==> config.mk <==
export PLATFORM = sky130hd
export DESIGN_NAME = alu_op_sequencer
export DESIGN_NICKNAME = d
export VERILOG_FILES = /design/src/rtl/alu_seq_pkg.sv /design/src/rtl/alu_op_sequencer_fifo.sv /design/src/rtl/alu_op_sequencer.sv
export SDC_FILE = /design/constraint.sdc
export NUM_CORES = 1
export LEC_CHECK = 0
export ABC_CLOCK_PERIOD_IN_PS = 5210
export CAP_MARGIN = 40
export CORE_ASPECT_RATIO = 1.4
export CORE_MARGIN = 2
export CORE_UTILIZATION = 45
export CTS_BUF_LIST = sky130_fd_sc_hd__clkbuf_8
export DETAILED_ROUTE_END_ITERATION = 16
export PLACE_DENSITY_LB_ADDON = 0.25
export SYNTH_ARGS = -nofsm -noshare
export SYNTH_HDL_FRONTEND = slang
export SYNTH_HIERARCHICAL = 1
export SYNTH_SLANG_ARGS = --single-unit
==> constraint.sdc <==
create_clock -name clk -period 5.21 [get_ports clk]
set_input_delay 1.042 -clock clk [delete_from_list [all_inputs] [get_ports clk]]
set_output_delay 1.042 -clock clk [all_outputs]
set_load 0.01 [all_outputs]
==> src/rtl/alu_seq_pkg.sv <==
// Shared encodings for the ALU command sequencer: opcodes, ALU input-select
// codes, FSM states and command-word field positions.
package alu_seq_pkg;

    localparam logic [2:0] OP_AND   = 3'd0;
    localparam logic [2:0] OP_OR    = 3'd1;
    localparam logic [2:0] OP_NOT   = 3'd2;
    localparam logic [2:0] OP_XOR   = 3'd3;
    localparam logic [2:0] OP_ADD   = 3'd4;
    localparam logic [2:0] OP_SUB   = 3'd5;
    localparam logic [2:0] OP_MULT  = 3'd6;
    localparam logic [2:0] OP_CLEAR = 3'd7;

    localparam logic [2:0] IN_SEL_PERSIST = 3'b100;
    localparam logic [2:0] IN_SEL_LOAD    = 3'b010;
    localparam logic [2:0] IN_SEL_RESET   = 3'b001;

    typedef enum logic [1:0] {
        ST_IDLE  = 2'd0,
        ST_ISSUE = 2'd1,
        ST_CAPT  = 2'd2,
        ST_RESP  = 2'd3
    } seqState_t;

    // Command word layout: {use_acc, op, a, b}
    localparam int CMD_W           = 20;
    localparam int CMD_B_LSB       = 0;
    localparam int CMD_A_LSB       = 8;
    localparam int CMD_OP_LSB      = 16;
    localparam int CMD_USE_ACC_BIT = 19;

    // CLEAR (7) has no output-select bit, so it naturally maps to all zeros.
    function automatic logic [6:0] opOneHot(input logic [2:0] op);
        logic [6:0] oh;
        oh = '0;
        for (int k = 0; k < 7; k++) begin
            if (op == 3'(k)) oh[k] = 1'b1;
        end
        return oh;
    endfunction

endpackage

==> src/rtl/alu_op_sequencer_fifo.sv <==
// Command FIFO for the ALU sequencer: power-of-two depth, async reset,
// head word visible combinationally on rdData.
module alu_cmd_fifo #(
    parameter int DEPTH = 4,
    parameter int WIDTH = 20
) (
    input  logic                       clk,
    input  logic                       rst,
    input  logic                       push,
    input  logic                       pop,
    input  logic [WIDTH-1:0]           wrData,
    output logic [WIDTH-1:0]           rdData,
    output logic                       full,
    output logic                       empty,
    output logic [$clog2(DEPTH):0]     count
);

    localparam int AW = $clog2(DEPTH);
    localparam logic [AW:0] FULL_CNT = (AW + 1)'(DEPTH);

    logic [WIDTH-1:0] mem [DEPTH];
    logic [AW-1:0]    wrPtr;
    logic [AW-1:0]    rdPtr;
    logic [AW:0]      cnt;
    logic             doPush;
    logic             doPop;

    assign full   = (cnt == FULL_CNT);
    assign empty  = (cnt == '0);
    assign count  = cnt;
    assign rdData = mem[rdPtr];
    assign doPush = push && !full;
    assign doPop  = pop && !empty;

    always_ff @(posedge clk) begin
        if (doPush) mem[wrPtr] <= wrData;
    end

    // Pointers wrap naturally because DEPTH is a power of two.
    always_ff @(posedge clk or posedge rst) begin
        if (rst) begin
            wrPtr <= '0;
            rdPtr <= '0;
            cnt   <= '0;
        end else begin
            if (doPush) wrPtr <= wrPtr + 1'b1;
            if (doPop)  rdPtr <= rdPtr + 1'b1;
            case ({doPush, doPop})
                2'b10:   cnt <= cnt + 1'b1;
                2'b01:   cnt <= cnt - 1'b1;
                default: cnt <= cnt;
            endcase
        end
    end

endmodule

==> src/rtl/alu_op_sequencer.sv <==
// Front-end sequencer for the 8-bit accumulator ALU: queues commands, drives
// the ALU lines, captures the result and returns it over a valid/ready port.
//
//   state    | meaning
//   ---------+-----------------------------------------------------------
//   ST_IDLE  | waiting for a queued command; pops head and loads ALU lines
//   ST_ISSUE | ALU lines stable; ALU registers them at the end of this cycle
//   ST_CAPT  | ALU result valid; capture result/ovf and shadow accumulator
//   ST_RESP  | res_valid high until res_ready
module alu_op_sequencer
    import alu_seq_pkg::*;
#(
    parameter int DEPTH = 4
) (
    input  logic       clk,
    input  logic       rst,
    input  logic       cmd_valid,
    output logic       cmd_ready,
    input  logic [2:0] cmd_op,
    input  logic       cmd_use_acc,
    input  logic [7:0] cmd_a,
    input  logic [7:0] cmd_b,
    output logic [7:0] alu_num1,
    output logic [7:0] alu_num2,
    output logic [2:0] alu_in_sel,
    output logic [6:0] alu_out_sel,
    input  logic [7:0] alu_result,
    input  logic       alu_ovf,
    output logic       res_valid,
    input  logic       res_ready,
    output logic [7:0] res_data,
    output logic       res_ovf,
    output logic       busy
);

    seqState_t               state;
    logic [CMD_W-1:0]        cmdWord;
    logic [CMD_W-1:0]        fifoHead;
    logic                    fifoFull;
    logic                    fifoEmpty;
    logic [$clog2(DEPTH):0]  fifoCount;
    logic                    fifoPush;
    logic                    fifoPop;
    logic                    headUseAcc;
    logic [2:0]              headOp;
    logic [7:0]              headA;
    logic [7:0]              headB;
    logic [2:0]              issueOp;
    logic [7:0]              accReg;
    logic [7:0]              captData;

    assign cmdWord   = {cmd_use_acc, cmd_op, cmd_a, cmd_b};
    assign cmd_ready = !fifoFull;
    assign fifoPush  = cmd_valid && cmd_ready;
    assign fifoPop   = (state == ST_IDLE) && !fifoEmpty;
    assign busy      = (state != ST_IDLE) || (fifoCount != '0);

    assign headUseAcc = fifoHead[CMD_USE_ACC_BIT];
    assign headOp     = fifoHead[CMD_OP_LSB +: 3];
    assign headA      = fifoHead[CMD_A_LSB +: 8];
    assign headB      = fifoHead[CMD_B_LSB +: 8];

    assign captData = (issueOp == OP_CLEAR) ? 8'h00 : alu_result;

    alu_cmd_fifo #(
        .DEPTH (DEPTH),
        .WIDTH (CMD_W)
    ) u_fifo (
        .clk    (clk),
        .rst    (rst),
        .push   (fifoPush),
        .pop    (fifoPop),
        .wrData (cmdWord),
        .rdData (fifoHead),
        .full   (fifoFull),
        .empty  (fifoEmpty),
        .count  (fifoCount)
    );

    always_ff @(posedge clk or posedge rst) begin
        if (rst) begin
            state       <= ST_IDLE;
            issueOp     <= OP_AND;
            accReg      <= '0;
            alu_num1    <= '0;
            alu_num2    <= '0;
            alu_in_sel  <= IN_SEL_LOAD;
            alu_out_sel <= '0;
            res_valid   <= 1'b0;
            res_data    <= '0;
            res_ovf     <= 1'b0;
        end else begin
            case (state)
                ST_IDLE: begin
                    // ALU lines only ever change here, on the way into ISSUE.
                    if (!fifoEmpty) begin
                        issueOp     <= headOp;
                        alu_num1    <= headUseAcc ? accReg : headA;
                        alu_num2    <= headB;
                        alu_in_sel  <= (headOp == OP_CLEAR) ? IN_SEL_RESET : IN_SEL_LOAD;
                        alu_out_sel <= opOneHot(headOp);
                        state       <= ST_ISSUE;
                    end
                end
                ST_ISSUE: begin
                    alu_in_sel <= IN_SEL_LOAD;
                    state      <= ST_CAPT;
                end
                ST_CAPT: begin
                    res_data  <= captData;
                    accReg    <= captData;
                    res_ovf   <= (issueOp == OP_MULT) && alu_ovf;
                    res_valid <= 1'b1;
                    state     <= ST_RESP;
                end
                ST_RESP: begin
                    if (res_ready) begin
                        res_valid <= 1'b0;
                        state     <= ST_IDLE;
                    end
                end
                default: state <= ST_IDLE;
            endcase
        end
    end

endmodule

==> Yosys cells after proc, flatten, opt, wreduce, memory -nomap -nowiden <==
Memory sizes are Yosys's and may differ from the RTL's.
Index checks and enable logic that the tools add are counted.
{ "word_totals": {"ram_bits": 80, "ff_bits": 48, "memories": 1, "output_inout_bits": 38} }
{ "memory_table": {"columns": ["name", "depth", "word_bits", "rd", "rd_clocked_by_memory_dff", "wr", "line", "text"], "rows": [
  ["u_fifo.mem", 4, 20, 1, 0, 1, "alu_op_sequencer_fifo.sv:21", "logic [WIDTH-1:0] mem [DEPTH];"]
]} }
{ "op_classes": {"n_bitwise": 1, "n_reduce_logical": 20, "n_eq_ne": 17, "muxes": 20, "n_addsub": 4} }
{ "ops": {"columns": ["operator", "n"], "rows": [
  ["3-bit equality test, second input constant", 7],
  ["8-bit 2-to-1 mux", 2],
  ["3-bit case mux with 2 select lines", 2],
  ["1-bit 2-to-1 mux", 10],
  ["2-bit case mux with 4 select lines", 1],
  ["2-bit AND reduction", 4],
  ["2-bit nonzero test", 4],
  ["2-bit equality test, second input constant", 3],
  ["3-bit by 2-bit equality test with 1-bit output, second input constant", 2],
  ["3-bit zero test", 2],
  ["2-bit 2-to-1 mux", 3],
  ["1-bit logical AND", 5],
  ["2-bit by 1-bit adder with 2-bit output, second input constant", 2],
  ["2-bit by 1-bit equality test with 1-bit output, second input constant", 2],
  ["2-bit != test, second input constant", 2],
  ["3-bit by 1-bit adder with 3-bit output, second input constant", 1],
  ["3-bit by 1-bit equality test with 1-bit output, second input constant", 1],
  ["3-bit 2-to-1 mux", 1],
  ["3-bit nonzero test", 1],
  ["3-bit by 1-bit subtractor with 3-bit output, second input constant", 1],
  ["1-bit zero test", 2],
  ["2-bit zero test", 1],
  ["1-bit case mux with 2 select lines", 1],
  ["1-bit logical OR", 1],
  ["1-bit NOT", 1]
]} }

==> Depth between registers and ports, before layout <==
Gate-level depths: netlist of run 1.
{ "depth": {"ltp_word": 6, "mapped_depth": 12} }

==> By module <==
Netlist of run 1, hierarchy kept.
{ "by_module_without_submodules": {"columns": ["mod", "cells_each", "area_each_um2", "instances", "seq_area_each_um2"], "rows": [
  ["alu_cmd_fifo", 142, 3335.7, 1, 2577.5],
  ["alu_op_sequencer", 159, 1695.4, 1, 1002.2]
]} }

==> Worst setup path after synthesis of run 1 <==
OpenSTA, ideal clock, no wires.
{ "synth_path": {"path_kind": "input -> register", "start": "input cmd_valid", "end": "register u_fifo.cnt[2], in the netlist u_fifo/count[2]", "slack_ps": 2819, "arrival_ps": 2312, "cell_stages": 9, "setup_ps": 79, "required_ps": 5131, "cell_sequence": "nor2b_1 -> nor2b_4 -> inv_1 -> ha_1 -> inv_1 -> fa_1 -> xor2_1 -> nor2_1 -> xor2_1"} }
{ "synth_via": {"elab_chain_cells": 4} }
{ "synth_lines": {"columns": ["item", "line", "text"], "rows": [
  ["start, declared", "alu_op_sequencer.sv:17", "input logic cmd_valid,"],
  ["1-bit logical AND *", "alu_op_sequencer.sv:54", "assign fifoPush = cmd_valid && cmd_ready;"],
  ["1-bit logical AND *", "alu_op_sequencer_fifo.sv:32", "assign doPush = push && !full;"],
  ["2-bit by 1-bit equality test with 1-bit output / 2-bit equality test (equally long branches)", "alu_op_sequencer_fifo.sv:48", "case ({doPush, doPop})"],
  ["3-bit case mux with 2 select lines / 2-bit nonzero test (equally long branches)", null, null],
  ["end signal, assigned", "alu_op_sequencer_fifo.sv:49", "2'b10: cnt <= cnt + 1'b1;"],
  ["end signal, assigned", "alu_op_sequencer_fifo.sv:50", "2'b01: cnt <= cnt - 1'b1;"],
  ["end signal, assigned", "alu_op_sequencer_fifo.sv:51", "default: cnt <= cnt;"],
  ["end, declared", "alu_op_sequencer_fifo.sv:24", "logic [AW:0] cnt;"]
]} }
Every way passes the cells marked *; elsewhere a longest branch is shown, timed or not.
A chain may end at the register's enable or synchronous reset.

==> Worst setup path after layout of run 1 <==
{ "layout_path": {"start": "register state[0]", "end": "output busy"} }
{ "layout_via": {"elab_chain_cells": 2} }
{ "layout_lines": {"columns": ["item", "line", "text"], "rows": [
  ["start, declared", "alu_op_sequencer.sv:36", "seqState_t state;"],
  ["start signal, assigned", "alu_op_sequencer.sv:82", "state <= ST_IDLE;"],
  ["start signal, assigned", "alu_op_sequencer.sv:102", "state <= ST_ISSUE;"],
  ["start signal, assigned", "alu_op_sequencer.sv:107", "state <= ST_CAPT;"],
  ["2-bit nonzero test", "alu_op_sequencer.sv:56", "assign busy = (state != ST_IDLE) || (fifoCount != '0);"],
  ["1-bit logical OR", "alu_op_sequencer.sv:56", null],
  ["end, declared", "alu_op_sequencer.sv:33", "output logic busy"]
]} }
No other way between the ends.

==> metrics.log, run 1 <==
INFO  metric htreeDepth = 4
INFO  metric report.final.slew_viol_count = 0
INFO  metric layout_worst_path_cycle_share = 0.6486
INFO  metric cts_tree = yes
INFO  metric met2_routing_resource_usage_after_global_routing = 0.2772
INFO  metric layout-drive-gt1-share = 0.1523
INFO  metric io-pin-count = 71
INFO  metric floorplan.core_area = 10,870 um^2
INFO  metric seq_power_share = 0.428
INFO  metric worst_setup_path_end_kind = output port
INFO  metric clock_latency = 420 ps
INFO  metric first_global_vias = 2,913
INFO  metric ctsLongestPathBuffers = 2
INFO  metric drc = 0
INFO  metric floorplan.rows = 45
INFO  metric cts.sinks = 127
INFO  metric grt_usage = 0.1657
INFO  metric ys_seq_area_frac = 0.7115
INFO  metric leakagePower = 2.413 nW
INFO  metric ys.flop_type = edfxtp_1
INFO  metric net-switching-power = 1.169 mW
INFO  metric max_capacitance_violation_count = 0
INFO  metric rr_startpoint = state[0]
INFO  metric dp_hpwl = 5999 um
INFO  metric timing.critical_path.required = 4170 ps
INFO  metric power_per_cell_area = 585.5 nW/um^2
INFO  metric globalRouteOverflowTotal = 0
INFO  metric maximum_number_of_pins_on_one_net_before_global_route_repair = 44
INFO  metric number_of_cells_produced_by_synthesis = 301
INFO  metric r2r_cells = 11
INFO  metric initial_antenna_violation_count = 0
INFO  metric synth.ff_latch_count = 127
INFO  metric reg2reg_to = u_fifo/count[2]
INFO  metric floorplan.initialDensity = 0.4630
INFO  metric worstHoldPathType = reg2reg
INFO  metric yosys.cell_types.count = 38
INFO  metric cts-hold-fix-buffers = 0
INFO  metric worst_slew_pin_slew = 855.2 ps
INFO  metric detailedRoute.firstPassIterationCount = 4
INFO  metric critPathKind = reg2out
INFO  metric area_delta_synth_final = 23.73%
INFO  metric synth_area_per_cell = 16.71 um^2
INFO  metric drt-wirelength-per-cell = 16.61 um
INFO  metric detailroute.via_count = 2,717
INFO  metric post-cts-setup-buffers = 0
INFO  metric synth-edff-count = 80
INFO  metric antennaDiodeCount = 0
INFO  metric path_max_fanout = 4
INFO  metric floorplan.die.width = 93.37 um
INFO  metric grt-busiest-layer = met2
INFO  metric crit_path_end = busy
INFO  metric cts_root_buffer = clkbuf_8
INFO  metric via_per_inst = 5.079
INFO  metric setup_repair_after_global_routing_missed_its_margin = false
INFO  metric hold_viol = 0
INFO  metric drt_wl_total = 8889 um
INFO  metric ys_async_sr_fraction = 0.3701
INFO  metric tritoncts.num_buffers = 17
INFO  metric io_buffers = 69
INFO  metric fin_worst_hold_slack = 474.8 ps
INFO  metric yosys.cell_count.top_type = edfxtp_1
INFO  metric reg2reg_setup_slack = 2750 ps
INFO  metric post_cts_gate_resize_count = 0
INFO  metric setup.worst_path.start = state[0]
INFO  metric grt_first_pass_wirelength = 14,530 um
INFO  metric worstPathArrival = 2340 ps
INFO  metric finalNonFillerCells = 535
INFO  metric drtAntennaViolNets = 0
INFO  metric floorplan.die_area = 12,050 um^2
INFO  metric yosys.area.top_type = edfxtp_1
INFO  metric run_status = finished clean
INFO  metric clk_transition_reported_paths = 70 ps
INFO  metric dpl_cell_area = 5864 um^2
INFO  metric syn_nets = 345
INFO  metric sort_of_element_at_the_start_of_the_critical_path = flip-flop
INFO  metric placed_cells = 503
INFO  metric syn_area = 5031 um^2
INFO  metric use_met1 = 0.1897
INFO  metric comb_power_share = 0.364
INFO  metric design_internal_power = 2.475 mW
INFO  metric synthTopCellsByArea = edfxtp_1 48%, dfrtp_1 23%, mux4_2 8.5%
INFO  metric fmaxAchievable = 295.9 MHz
INFO  metric chip_height = 129.1 um
INFO  metric setup_violations = 0
INFO  metric synth_largest_type_area_fraction = 0.4775
INFO  metric place.gp.congestion = 0.7397
INFO  metric fin_skew = 9.475 ps
INFO  metric area_of_all_placed_cells_without_fillers = 6225 um^2
INFO  metric grtUsageMet3 = 0.06221
INFO  metric design.final.nets = 425
INFO  metric ir_drop = 0.0002875 V
INFO  metric synth.cells.most_frequent = 80 x edfxtp_1, 46 x dfrtp_1, 44 x nand2_1, 19 x mux4_2, 16 x inv_1
INFO  metric finalSetupTns = 0 ps
INFO  metric slew_headroom = 0.4272
INFO  metric yosys_warnings = 6
INFO  metric detail_route.iter0.violations = 131
INFO  metric min_period = 3379 ps
INFO  metric switching_share = 0.3209
INFO  metric pwr-share-clk = 0.208
-- area by class of cell --
type,instances,area [um^2]
flip-flops and latches,127,3580
well taps,141,176.4
repair buffers,73,728.2
multi-input cells,144,1313
inverters,18,67.56
clock buffers,18,247.7
clock inverters,14,112.6
fillers,860,4642
-- worst max-delay path, stage by stage (launching register included) --
cell and delay (ps):
dfrtp_1 410, inv_1 140, ha_1 270, or4b_2 610
clkdlybuf4s50_1 500
-- logic make-up after synthesis --
group	Yosys count	share of synthesized area
adders and majority gates	11	0.02885
and+or+nand+nor	59	0.05546
DFF	127	0.7115
xor gates and xnor gates	6	0.01045
buffers and inverters	30	0.02760
other	1	0.0007454
AOI/OAI and AO/OA	33	0.04576
muxes	34	0.1196
-- routing by layer --
layer / wire length [um] / part of all wire
met1: 3594 / 0.40
met2: 4673 / 0.53
met3: 407 / 0.046
met5: 0 / 0
met4: 214 / 0.024
-- worst min-delay path by stage --
stage	startpoint	end	slack, ps	cells after the start
after floorplan	issueOp[2]	issueOp[2]	470	2
after global placement	alu_num2[3]	alu_num2[3]	460	2
after detailed placement	alu_num2[2]	alu_num2[2]	460	2
after CTS	alu_num2[2]	alu_num2[2]	480	2
after global routing	alu_num2[1]	alu_num2[1]	520	2
final	alu_num1[7]	alu_num1[7]	470	2
-- layout by cell type (no fill, tap or decap), drive strengths merged, types with 2 or more instances in the layout --
| cell | synthesis | routed |
|---|---|---|
| o41ai | 4 | 4 |
| clkbuf | 4 | 18 |
| o21ai | 13 | 13 |
| xnor2 | 3 | 3 |
| nor2b | 2 | 2 |
| a22o | 11 | 11 |
| inv | 17 | 22 |
| buf | 8 | 4 |
| clkdlybuf4s50 | 0 | 69 |
| and2 | 4 | 4 |
| mux4 | 20 | 20 |
| mux2i | 11 | 11 |
| dfrtp | 46 | 46 |
| nor2 | 2 | 2 |
| xor2 | 3 | 3 |
| bufinv | 0 | 2 |
| clkinv | 1 | 7 |
| edfxtp | 80 | 80 |
| ha | 10 | 10 |
| mux2 | 3 | 3 |
| nand2 | 44 | 44 |
| a21oi | 2 | 2 |
| nor3 | 3 | 3 |
-- flip-flops by register name, summed over array words and instances, names as in the netlist --
| name | flops |
|---|---|
| u_fifo/mem | 80 |
| state | 2 |
| u_fifo/wrPtr | 2 |
| res_valid | 1 |
| alu_in_sel | 2 |
| accReg | 8 |
| alu_num1 | 8 |
| u_fifo/rdPtr | 2 |
| issueOp | 3 |
| u_fifo/count | 3 |
| alu_out_sel | 7 |
| alu_num2 | 8 |
| res_ovf | 1 |
-- through the flow --
step | total power [mW] | utilization | setup slack, ps
floorplan | 2.417 | - | 2819
global placement | 2.865 | 0.5383 | 2360
detailed placement | 2.925 | 0.5397 | 2283
CTS | 3.691 | 0.5728 | 1787
global route | 3.873 | 0.5728 | 1710
finish | 3.645 | 0.5728 | 1831
-- power groups by stage --
stage | combinational [mW] | clock (mW) | sequential, mW
2_1_floorplan | 0.834 | 0 | 1.58
3_3_place_gp | 1.28 | 0 | 1.58
3_5_place_dp | 1.35 | 0 | 1.58
4_1_cts | 1.35 | 0.780 | 1.56
5_1_grt | 1.46 | 0.825 | 1.59
6_report | 1.33 | 0.759 | 1.56
Power figures use the tool's default switching activity.
==> run 2: changes to the inputs <==
--- a/config.mk
+++ b/config.mk
@@ -5,7 +5,7 @@
 export SDC_FILE = /design/constraint.sdc
 export NUM_CORES = 1
 export LEC_CHECK = 0
-export ABC_CLOCK_PERIOD_IN_PS = 5210
+export ABC_CLOCK_PERIOD_IN_PS = 3200
 export CAP_MARGIN = 40
 export CORE_ASPECT_RATIO = 1.4
 export CORE_MARGIN = 2
==> constraint.sdc (replaced) <==
create_clock -name clk -period 3.2 [get_ports clk]
set_input_delay 0.64 -clock clk [delete_from_list [all_inputs] [get_ports clk]]
set_output_delay 0.64 -clock clk [all_outputs]
set_load 0.01 [all_outputs]
==> run 2 against run 1 <==
Against the previous run:
- worst hold slack barely moved
- sequential power grew 65%
- largest power group unchanged
- global-route usage up 0.18 points
- power rose by 71%
- count of clock-buffer cells in the layout is 1 higher
- largest cell class unchanged
- combinational power is 59% higher
- flip-flop and latch count unchanged
- critical endpoint unchanged
==> metrics.log, run 2 (same netlist as run 1, synthesis figures left out) <==
INFO  metric run_status = finished clean
INFO  metric layout-drive-gt1-share = 0.1696 (+0.01734)
INFO  metric slowest_stage_cell_cp = or4b_2
INFO  metric finalWorstSetupSlack = 287.9 ps (-1543 ps)
INFO  metric drtAntennaViolNets = 0 (unchanged)
INFO  metric finalNonFillerCells = 536 (+0.19%)
INFO  metric sort_of_element_at_the_start_of_the_critical_path = flip-flop
INFO  metric clk_transition_reported_paths = 70 ps (about the same)
INFO  metric setup_repair_after_global_routing_missed_its_margin = false
INFO  metric placed_cells = 504 (+0.20%)
INFO  metric fillerInstances = 870 (+1.2%)
INFO  metric post_cts_gate_resize_count = 0 (unchanged)
INFO  metric design.final.nets = 426 (+0.24%)
INFO  metric timing.critical_path.required = 2560 ps (-1610 ps)
INFO  metric cts_root_buffer = clkbuf_8
INFO  metric antennaDiodeCount = 0 (unchanged)
INFO  metric min_period = 2912 ps
INFO  metric cts.sinks = 127 (unchanged)
INFO  metric hold_viol = 0 (unchanged)
INFO  metric net-switching-power = 1.922 mW (+64%)
INFO  metric slew_headroom = 0.4415 (+0.01432)
INFO  metric floorplan.die.width = 93.37 um (unchanged)
INFO  metric ir_drop = 0.0005148 V (+79%)
INFO  metric comb_power_share = 0.340 (-0.024)
INFO  metric drt-wirelength-per-cell = 16.98 um (+2.2%)
INFO  metric fmaxAchievable = 343.4 MHz
INFO  metric floorplan.die_area = 12,050 um^2 (unchanged)
INFO  metric grt_first_pass_wirelength = 14,810 um (+1.9%)
INFO  metric total_power = 6.223 mW (+71%)
INFO  metric seq_power_share = 0.413 (-0.015)
INFO  metric globalRouteOverflowTotal = 0 (unchanged)
INFO  metric via_per_inst = 5.106 (+0.55%)
INFO  metric power_per_cell_area = 984.7 nW/um^2 (+68%)
INFO  metric floorplan.core_area = 10,870 um^2 (unchanged)
INFO  metric critPathKind = reg2out
INFO  metric ctsLongestPathBuffers = 2 (unchanged)
INFO  metric hold_start = alu_num2[2]
INFO  metric dpl_worst_slack = 723.3 ps (-1560 ps)
INFO  metric drc = 0 (unchanged)
INFO  metric hold_path_end = alu_num2[2]
INFO  metric detailedRoute.firstPassIterationCount = 4 (unchanged)
INFO  metric cts-hold-fix-buffers = 0 (unchanged)
INFO  metric first_global_vias = 2,890 (-0.79%)
INFO  metric rr_startpoint = state[0]
INFO  metric worstHoldPathType = reg2reg
INFO  metric path_max_fanout = 4 (unchanged)
INFO  metric report.final.slew_viol_count = 0 (unchanged)
INFO  metric place.gp.congestion = 0.7746 (+4.7%)
INFO  metric tritoncts.num_buffers = 17 (unchanged)
INFO  metric io_buffers = 69 (unchanged)
INFO  metric area_delta_synth_final = 25.62%
INFO  metric dp_hpwl = 6156 um (+2.6%)
INFO  metric drt_wl_total = 9102 um (+2.4%)
INFO  metric most_frequent_standard_cell_in_the_layout_excluding_fill_and_tap_cells = edfxtp_1
INFO  metric layout_worst_path_cycle_share = 0.9100
INFO  metric floorplan.rows = 45 (unchanged)
INFO  metric floorplan.initialDensity = 0.4630 (unchanged)
INFO  metric setup_violations = 0 (unchanged)
INFO  metric htreeDepth = 4 (unchanged)
INFO  metric fin_skew = 12.39 ps (+2.918 ps)
INFO  metric critical_path.cell_chain = inv_1 -> ha_1 -> or4b_2 -> clkdlybuf4s50_1
INFO  metric r2r_cells = 11 (unchanged)
INFO  metric layout_common_cells = 80 x edfxtp_1, 69 x clkdlybuf4s50_1, 46 x dfrtp_1, 44 x nand2_1
INFO  metric initial_antenna_violation_count = 0 (unchanged)
INFO  metric max_capacitance_violation_count = 0 (unchanged)
INFO  metric io-pin-count = 71 (unchanged)
INFO  metric finalSetupTns = 0 ps (unchanged)
INFO  metric worstPathArrival = 2270 ps (-70 ps)
INFO  metric worst_setup_path_end_kind = output port
INFO  metric reg2reg_to = u_fifo/count[2]
INFO  metric detail_route.iter0.violations = 211 (+61%)
INFO  metric leakagePower = 2.452 nW (+1.6%)
INFO  metric design_internal_power = 4.301 mW (+74%)
INFO  metric critPathMaxStageDelay = 600 ps (about the same)
INFO  metric maximum_number_of_pins_on_one_net_before_global_route_repair = 44 (unchanged)
INFO  metric largest_register_ff_count = 80 (unchanged)
INFO  metric pwr-share-clk = 0.247 (+0.039)
INFO  metric cts_tree = yes
INFO  metric switching_share = 0.3089 (-0.01198)
INFO  metric grt_usage = 0.1675 (+0.001778)
INFO  metric regMostFlops = u_fifo/mem
INFO  metric reg2reg_setup_slack = 870 ps (-1880 ps)
INFO  metric chip_height = 129.1 um (unchanged)
INFO  metric post-cts-setup-buffers = 0 (unchanged)
INFO  metric detailroute.via_count = 2,737 (+0.74%)
INFO  metric worst_slew_pin_slew = 833.8 ps (-21.37 ps)
INFO  metric hold_path_depth = 2 (unchanged)
INFO  metric clock_latency = 420 ps (about the same)
-- run 2: cell types whose count changed in the layout (fill, tap and decap cells not counted), sizes merged --
| cell | delta |
|---|---|
| buf | +1 |
| bufinv | +3 |
| clkbuf | +1 |
| clkinv | -1 |
| inv | -3 |
-- run 2: final cells by class --
class,instances,area (um^2),area share
repair buffers,74,728.2,0.1152
flip-flops and latches,127,3580,0.5664
clock inverters,13,193.9,0.03069
inverters,18,67.56,0.01069
clock buffers,19,261.5,0.04138
multi-input cells,144,1313,0.2077
well taps,141,176.4,0.02792
-- run 2: how the worst max path moves through the flow --
stage | start | endpoint | slack (ps) | cells past startpoint
2_1_floorplan | state[0] | u_fifo/count[2] | 990 | 12
3_3_place_gp | state[0] | busy | 750 | 4
3_5_place_dp | state[0] | busy | 720 | 4
4_1_cts | state[0] | busy | 230 | 4
5_1_grt | state[0] | busy | 160 | 4
6_report | state[0] | busy | 290 | 4
-- run 2: stage by stage --
step | area, um^2 | utilization | hold slack [ps]
6_report | 6320 | 0.5816 | 474.9
3_5_place_dp | 5864 | 0.5397 | 464.6
4_1_cts | 6320 | 0.5816 | 455.3
2_1_floorplan | 5031 | - | 443.4
3_3_place_gp | 5864 | 0.5397 | 462.4
5_1_grt | 6320 | 0.5816 | 482.4
-- run 2: worst max-delay path: cells and delay by family, from the launching register on --
family                   cells  cell delay [ps]
AND/OR/NAND/NOR              1              600
flip-flops                   1              400
adder cells (fa/ha/maj)      1              220
buffers and inverters        2              630
-- run 2: per-layer routing --
metal / global-route usage / vias to the layer above / share of wire
li1: - / 1277 / -
met2: 0.2933 / 64 / 0.54
met4: 0.06401 / 0 / 0.015
met3: 0.05058 / 11 / 0.043
met1: 0.1930 / 1385 / 0.41
met5: 0 / - / 0
-- run 2: power by group through the flow --
stage | Combinational (mW) | Sequential (mW) | Clock [mW]
after global placement | 2.11 | 2.58 | 0
after detailed placement | 2.15 | 2.61 | 0
after global routing | 2.33 | 2.63 | 1.64
final | 2.12 | 2.57 | 1.54
after CTS | 2.16 | 2.58 | 1.57
after floorplan | 1.36 | 2.58 | 0
